### src/rtl/fb_pkg.sv
// fb_pkg: shared sizes and FSM encoding for the OV7670 frame-buffer capture controller.
package fb_pkg;
    localparam int ADDR_W  = 17;
    localparam int DATA_W  = 8;
    localparam int FB_SIZE = 76800;
    localparam logic [ADDR_W-1:0] FB_LAST = ADDR_W'(FB_SIZE - 1);
    localparam logic [1:0] ST_IDLE    = 2'd0;
    localparam logic [1:0] ST_CLEAR   = 2'd1;
    localparam logic [1:0] ST_ARMED   = 2'd2;
    localparam logic [1:0] ST_CAPTURE = 2'd3;
endpackage

### src/rtl/fb_clear_engine.sv
// fb_clear_engine: sequential address generator for filling the frame buffer.
module fb_clear_engine
    import fb_pkg::*;
(
    input  logic              clk,
    input  logic              rst,
    input  logic              run,
    input  logic              stall,
    input  logic              clr,
    output logic [ADDR_W-1:0] clr_addr,
    output logic              clr_we,
    output logic              clr_last
);
    assign clr_we   = run & ~stall;
    assign clr_last = clr_we & (clr_addr == FB_LAST);
    always_ff @(posedge clk or negedge rst) begin
        if (!rst)
            clr_addr <= '0;
        else if (clr)
            clr_addr <= '0;
        else if (clr_we)
            clr_addr <= clr_last ? '0 : clr_addr + 1'b1;
    end
endmodule

### src/rtl/fb_capture_ctrl.sv
// fb_capture_ctrl: frame-aligned capture sequencer owning the frame-buffer write port,
// arbitrating the camera write stream against the internal clear engine.
module fb_capture_ctrl
    import fb_pkg::*;
(
    input  logic              clk,
    input  logic              rst,
    input  logic              start,
    input  logic              mode_cont,
    input  logic              clear_req,
    input  logic              abort,
    input  logic [DATA_W-1:0] fill_color,
    input  logic              vsync,
    input  logic              cap_we,
    input  logic [ADDR_W-1:0] cap_addr,
    input  logic [DATA_W-1:0] cap_data,
    output logic              cap_start,
    output logic              fb_we,
    output logic [ADDR_W-1:0] fb_addr,
    output logic [DATA_W-1:0] fb_data,
    output logic              busy,
    output logic              clearing,
    output logic              frame_done,
    output logic [7:0]        frame_cnt,
    output logic              err
);
    logic [1:0]        state;
    logic              vsync_q, seen, after_arm, mode_q;
    logic [DATA_W-1:0] fill_q;
    logic [ADDR_W-1:0] clr_addr;
    logic              clr_we, clr_last;
    logic              rise, fall, cap_grant, cap_err, enter;
    assign rise      = vsync & ~vsync_q;
    assign fall      = ~vsync & vsync_q;
    assign busy      = state != ST_IDLE;
    assign clearing  = state == ST_CLEAR;
    // the capture stream cannot stall, so it always wins the port; the clear yields
    assign cap_grant = cap_we & (cap_addr <= FB_LAST) & (state == ST_CLEAR || state == ST_CAPTURE);
    assign cap_err   = cap_we & ~cap_grant;
    assign enter     = (state == ST_IDLE) & ~abort & (clear_req | start);
    fb_clear_engine u_clr (
        .clk      (clk),
        .rst      (rst),
        .run      (clearing & ~abort),
        .stall    (cap_grant),
        .clr      (abort),
        .clr_addr (clr_addr),
        .clr_we   (clr_we),
        .clr_last (clr_last)
    );
    always_ff @(posedge clk or negedge rst) begin
        if (!rst) begin
            state      <= ST_IDLE;
            vsync_q    <= 1'b0;
            seen       <= 1'b0;
            after_arm  <= 1'b0;
            mode_q     <= 1'b0;
            fill_q     <= '0;
            cap_start  <= 1'b0;
            fb_we      <= 1'b0;
            fb_addr    <= '0;
            fb_data    <= '0;
            frame_done <= 1'b0;
            frame_cnt  <= '0;
            err        <= 1'b0;
        end else begin
            vsync_q    <= vsync;
            cap_start  <= 1'b0;
            frame_done <= 1'b0;
            fb_we      <= cap_grant | clr_we;
            err        <= cap_err | (err & ~enter);
            if (cap_grant) begin
                fb_addr <= cap_addr;
                fb_data <= cap_data;
            end else if (clr_we) begin
                fb_addr <= clr_addr;
                fb_data <= fill_q;
            end
            if (abort)
                state <= ST_IDLE;
            else case (state)
                ST_IDLE: begin
                    if (clear_req) begin
                        state     <= ST_CLEAR;
                        after_arm <= start;
                        fill_q    <= fill_color;
                        mode_q    <= mode_cont;
                    end else if (start) begin
                        state     <= ST_ARMED;
                        cap_start <= 1'b1;
                        seen      <= 1'b0;
                        mode_q    <= mode_cont;
                    end
                end
                ST_CLEAR: begin
                    if (clr_last) begin
                        state     <= after_arm ? ST_ARMED : ST_IDLE;
                        cap_start <= after_arm;
                        seen      <= 1'b0;
                    end
                end
                // a falling VSYNC only counts after a rising one, so capture starts on a frame boundary
                ST_ARMED: begin
                    if (rise)
                        seen <= 1'b1;
                    else if (fall && seen)
                        state <= ST_CAPTURE;
                end
                default: begin
                    if (rise) begin
                        frame_done <= 1'b1;
                        frame_cnt  <= frame_cnt + 8'd1;
                        cap_start  <= mode_q;
                        if (!mode_q)
                            state <= ST_IDLE;
                    end
                end
            endcase
        end
    end
endmodule

### config.mk
export PLATFORM = sky130hd
export DESIGN_NAME = fb_capture_ctrl
export DESIGN_NICKNAME = d
export VERILOG_FILES = /design/src/rtl/fb_pkg.sv /design/src/rtl/fb_clear_engine.sv /design/src/rtl/fb_capture_ctrl.sv
export SDC_FILE = /design/constraint.sdc
export NUM_CORES = 1
export LEC_CHECK = 0
export BUFFER_PORTS_ARGS = -buffer_cell sky130_fd_sc_hd__buf_4
export CAP_MARGIN = 20
export CELL_PAD_IN_SITES_DETAIL_PLACEMENT = 0
export CELL_PAD_IN_SITES_GLOBAL_PLACEMENT = 1
export CORE_ASPECT_RATIO = 0.7
export CORE_MARGIN = 1.5
export CORE_UTILIZATION = 25
export CTS_BUF_LIST = sky130_fd_sc_hd__clkbuf_8 sky130_fd_sc_hd__clkbuf_16
export DETAILED_ROUTE_END_ITERATION = 8
export MAX_ROUTING_LAYER = met4
export PLACE_DENSITY_LB_ADDON = 0.1
export REMOVE_ABC_BUFFERS = 1
export SYNTH_ARGS = -nofsm -noshare
export SYNTH_HDL_FRONTEND = slang
export SYNTH_SLANG_ARGS = --single-unit
### constraint.sdc
create_clock -name clk -period 2.15 [get_ports clk]
set_input_delay 0.215 -clock clk [delete_from_list [all_inputs] [get_ports clk]]
set_output_delay 0.215 -clock clk [all_outputs]
set_load 0.01 [all_outputs]
==> impl_metrics.toml <==
[outcome]
run_status = "completed"

[worst_setup_path]
worst_path_max_delay_cell = "dfrtp_1"
reg2reg_depth = 6
worst_r2r_startpoint = "u_clr.clr_addr[0]"
crit_fanout = 10
arrival_ns = 2.17
cpPeakStageDelay_ns = 0.43
setup.worst_path.start = "u_clr.clr_addr[0]"
cp-end-kind = "flip-flop"
crit-reg2reg-capture = "u_clr.clr_addr[6]"
reg2reg_slack_ns = 0.21
cp-start-kind = "flip-flop"
worst_ep_required_time_ns = 2.38
crit_type = "flip-flop to flip-flop"
path_cells = "ha_1 > and4_2 > and4_4 > nand3b_4 > or3_1 > o21ai_0"
critical_path.endpoint = "u_clr.clr_addr[6]"

[timing]
achievable-frequency_mhz = 516
rsz0062_at_grt = "no"
skew_ns = 0.00609
timing.final.hold_violations = 0
fin_crit_sh_pct = 90.1
relSlewSlack_pct = 63.3
timing_max_transition_violations_final = 0
max_slew.worst_pin.slew_ns = 0.550
finalSetupViolCount = 0
finalCriticalPeriod_ns = 1.94

[power_and_ir_drop]
fin_total_pwr_mw = 5.30
power_frac_comb_pct = 31.5
internal_power_component_mw = 3.66
leakage_nw = 2.01
power.switching_fraction_pct = 31.0
power_per_cell_area_nw_per_um2 = 1190
seqPwrFrac_pct = 37.1
clkPwrFrac_pct = 31.4
vdd.ir_drop.worst_uv = 430
switching_power_mw = 1.64

[yosys]
synth_common_cells = "72 x nand2_1, 68 x dfrtp_1, 28 x a31oi_1, 28 x nor2_1, 15 x o21ai_0"
flip_flop_and_latch_count_after_synthesis = 68
number_of_enable_flip_flop_cells_after_synthesis = 0
post_synth_instance_area_sq_um = 3290
yosysMostFrequentCell = "nand2_1"
synth_top_flop_cell = "dfrtp_1"
synth.area.top_cells = "dfrtp_1 52%, nand2_1 8.2%, a31oi_1 5.3%, mux2_2 3.8%, nor2_1 3.2%"
synth_cells = 341
async_reset_ff_share_pct = 100
syn_avg_cell_area_sq_um = 9.64
synth_largest_area_cell = "dfrtp_1"
yosys.area.top_type_share_pct = 51.8
synth.yosys.warnings = 0
post_synth_num_cell_types = 50
synth-seq-area-share_pct = 51.8

[global_route]
remaining_global_route_overflow = 0
grt.total_usage_pct = 14.5
first_global_vias = 2723
grt_pass1_wl_um = 15000
grt_start_max_net_pins = 40
antenna_found_initial = 0

[floorplan]
initial_core_util_pct = 26.0
die_h_um = 98.9
placeableCoreArea_sq_um = 12600
rows = 34
ios = 80
fp.dieW_um = 140
floorplan.die_area_sq_um = 13900

[job]
maxCapViolCount = 0

[finish]
filler_cell_count = 1311
nNetsFinal = 471
layout-drive-gt1-share_pct = 29.6
fin_util_pct = 35.3
antenna-diode-count = 0
flow.area_growth_from_synthesis_pct = 35.8

[clock_tree]
tritoncts = "yes"
h_tree_level_count = 3
cts_buffers = 9
clk_pin_slew_ns = 0.06
cts-root-buf = "clkbuf_16"
clock_tree.buffer_depth = 2
worstSkewPairLatency_ns = 0.33
numClockSinks = 68

[placed_design]
finalWeightedCongestion = 0.742
place_hpwl_um = 6530
place.port_buffers = 79

[min_path]
timing.hold.worst_path_depth = 1
hold_class = "input pin to flip-flop"

[route]
initialDrtViolationCount = 161
route.detailed.vias_per_inst = 4.64
dr_drc_count = 0
drtAntennaViolNets = 0
drt_first_pass_iters = 4
vias = 2763
totalWireLength_um = 9200
detail_route.wl_per_cell_um = 15.5
power groups by stage:
stage / Sequential [mW] / Clock, mW / Combinational (mW)
6_report: 1.97 / 1.67 / 1.67
3_3_place_gp: 1.99 / 0 / 1.69
4_1_cts: 1.97 / 1.72 / 1.70
3_5_place_dp: 1.98 / 0 / 1.70
2_1_floorplan: 2.05 / 0 / 0.737
5_1_grt: 2.03 / 1.78 / 1.85
metal layers:
metal  vias to the layer above  part of all wire (%)  wire length, um  GRT usage, %
met5                         -                     0                0             -
met4                         0                  0.65               60          3.16
met3                         7                   5.3              486          4.37
met2                        70                    39             3540          19.0
met1                      1301                    56             5110          21.4
li1                       1385                     -                -             -
metrics by stage:
stage	hold slack [ns]	setup slack [ns]	cells	TNS [ns]	cell area, sq um
6_report	0.0241	0.212	595	0	4460
5_1_grt	0.00922	0.125	595	0	4460
4_1_cts	0.00731	0.199	595	0	4460
3_5_place_dp	0.250	0.237	578	0	4120
3_3_place_gp	0.244	0.277	578	0	4120
2_1_floorplan	-0.0806	-0.404	323	-3.14	3190
cell families after synthesis:
kind of cell               Yosys count  share of synthesized area (%)
adders and majority gates            2                          0.761
DFF                                 68                           51.8
xor gates and xnor gates            14                           3.73
muxes                               13                           4.38
and+or+nand+nor                    155                           23.3
buffers and inverters               22                           3.27
AOI/OAI and AO/OA                   67                           12.8
state kept, by name, summed over array words and instances, names as in the netlist:
register,count
fb_data,8
fb_we,1
vsync_q,1
state,2
fill_q,8
frame_cnt,8
frame_done,1
mode_q,1
cap_start,1
err,1
fb_addr,17
after_arm,1
seen,1
u_clr.clr_addr,17
repair_timing:
action / CTS / global route
hold endpoints to repair: 38 / 0
resized for setup: 0 / 0
buffers inserted: 0 / 0
hold buffers: 1 / 0
worst min-delay path by stage:
stage,end,slack [ns],from
final,vsync_q,0.02,vsync
after global routing,vsync_q,0.009,vsync
after CTS,vsync_q,0.007,vsync
after detailed placement,fb_addr[16],0.25,rst
after global placement,fb_addr[16],0.24,rst
after floorplan,after_arm,-0.08,rst
critical path: cells and delay by family, from the launching register on:
family | cells | cell delay, ns
AND/OR/NAND/NOR | 4 | 1.06
flip-flops | 1 | 0.43
adder cells (fa/ha/maj) | 1 | 0.27
AO/OA/AOI/OAI | 1 | 0.09
layout make-up:
type                            count  area [sq um]  share of cell area (%)
Timing Repair Buffer               94           721                    16.2
Clock inverter                      7           109                    2.44
Sequential cell                    68          1700                    38.1
Tap cell                          162           203                    4.54
Clock buffer                        9           225                    5.05
Multi-Input combinational cell    251          1490                    33.3
Inverter                            4          15.0                   0.337
cell usage in the layout (no fill, tap or decap), types with 3 or more instances in the layout:
cell       Yosys  routed
o21ai_0       15      15
nor3_1         7       7
mux2_2        11      11
inv_1          4       7
buf_4          2      92
a21oi_1        9       9
nand3_1       12      12
nor2_1        28      28
dfrtp_1       68      68
xnor2_1        8       8
bufinv_16      0       3
a31oi_1       28      28
and3_1         5       5
and4_1         3       3
clkbuf_16      0       9
nand2_1       72      72
xor2_1         6       6
nor2b_1        3       3
nand4_1        5       5
Power figures use the tool's default switching activity.
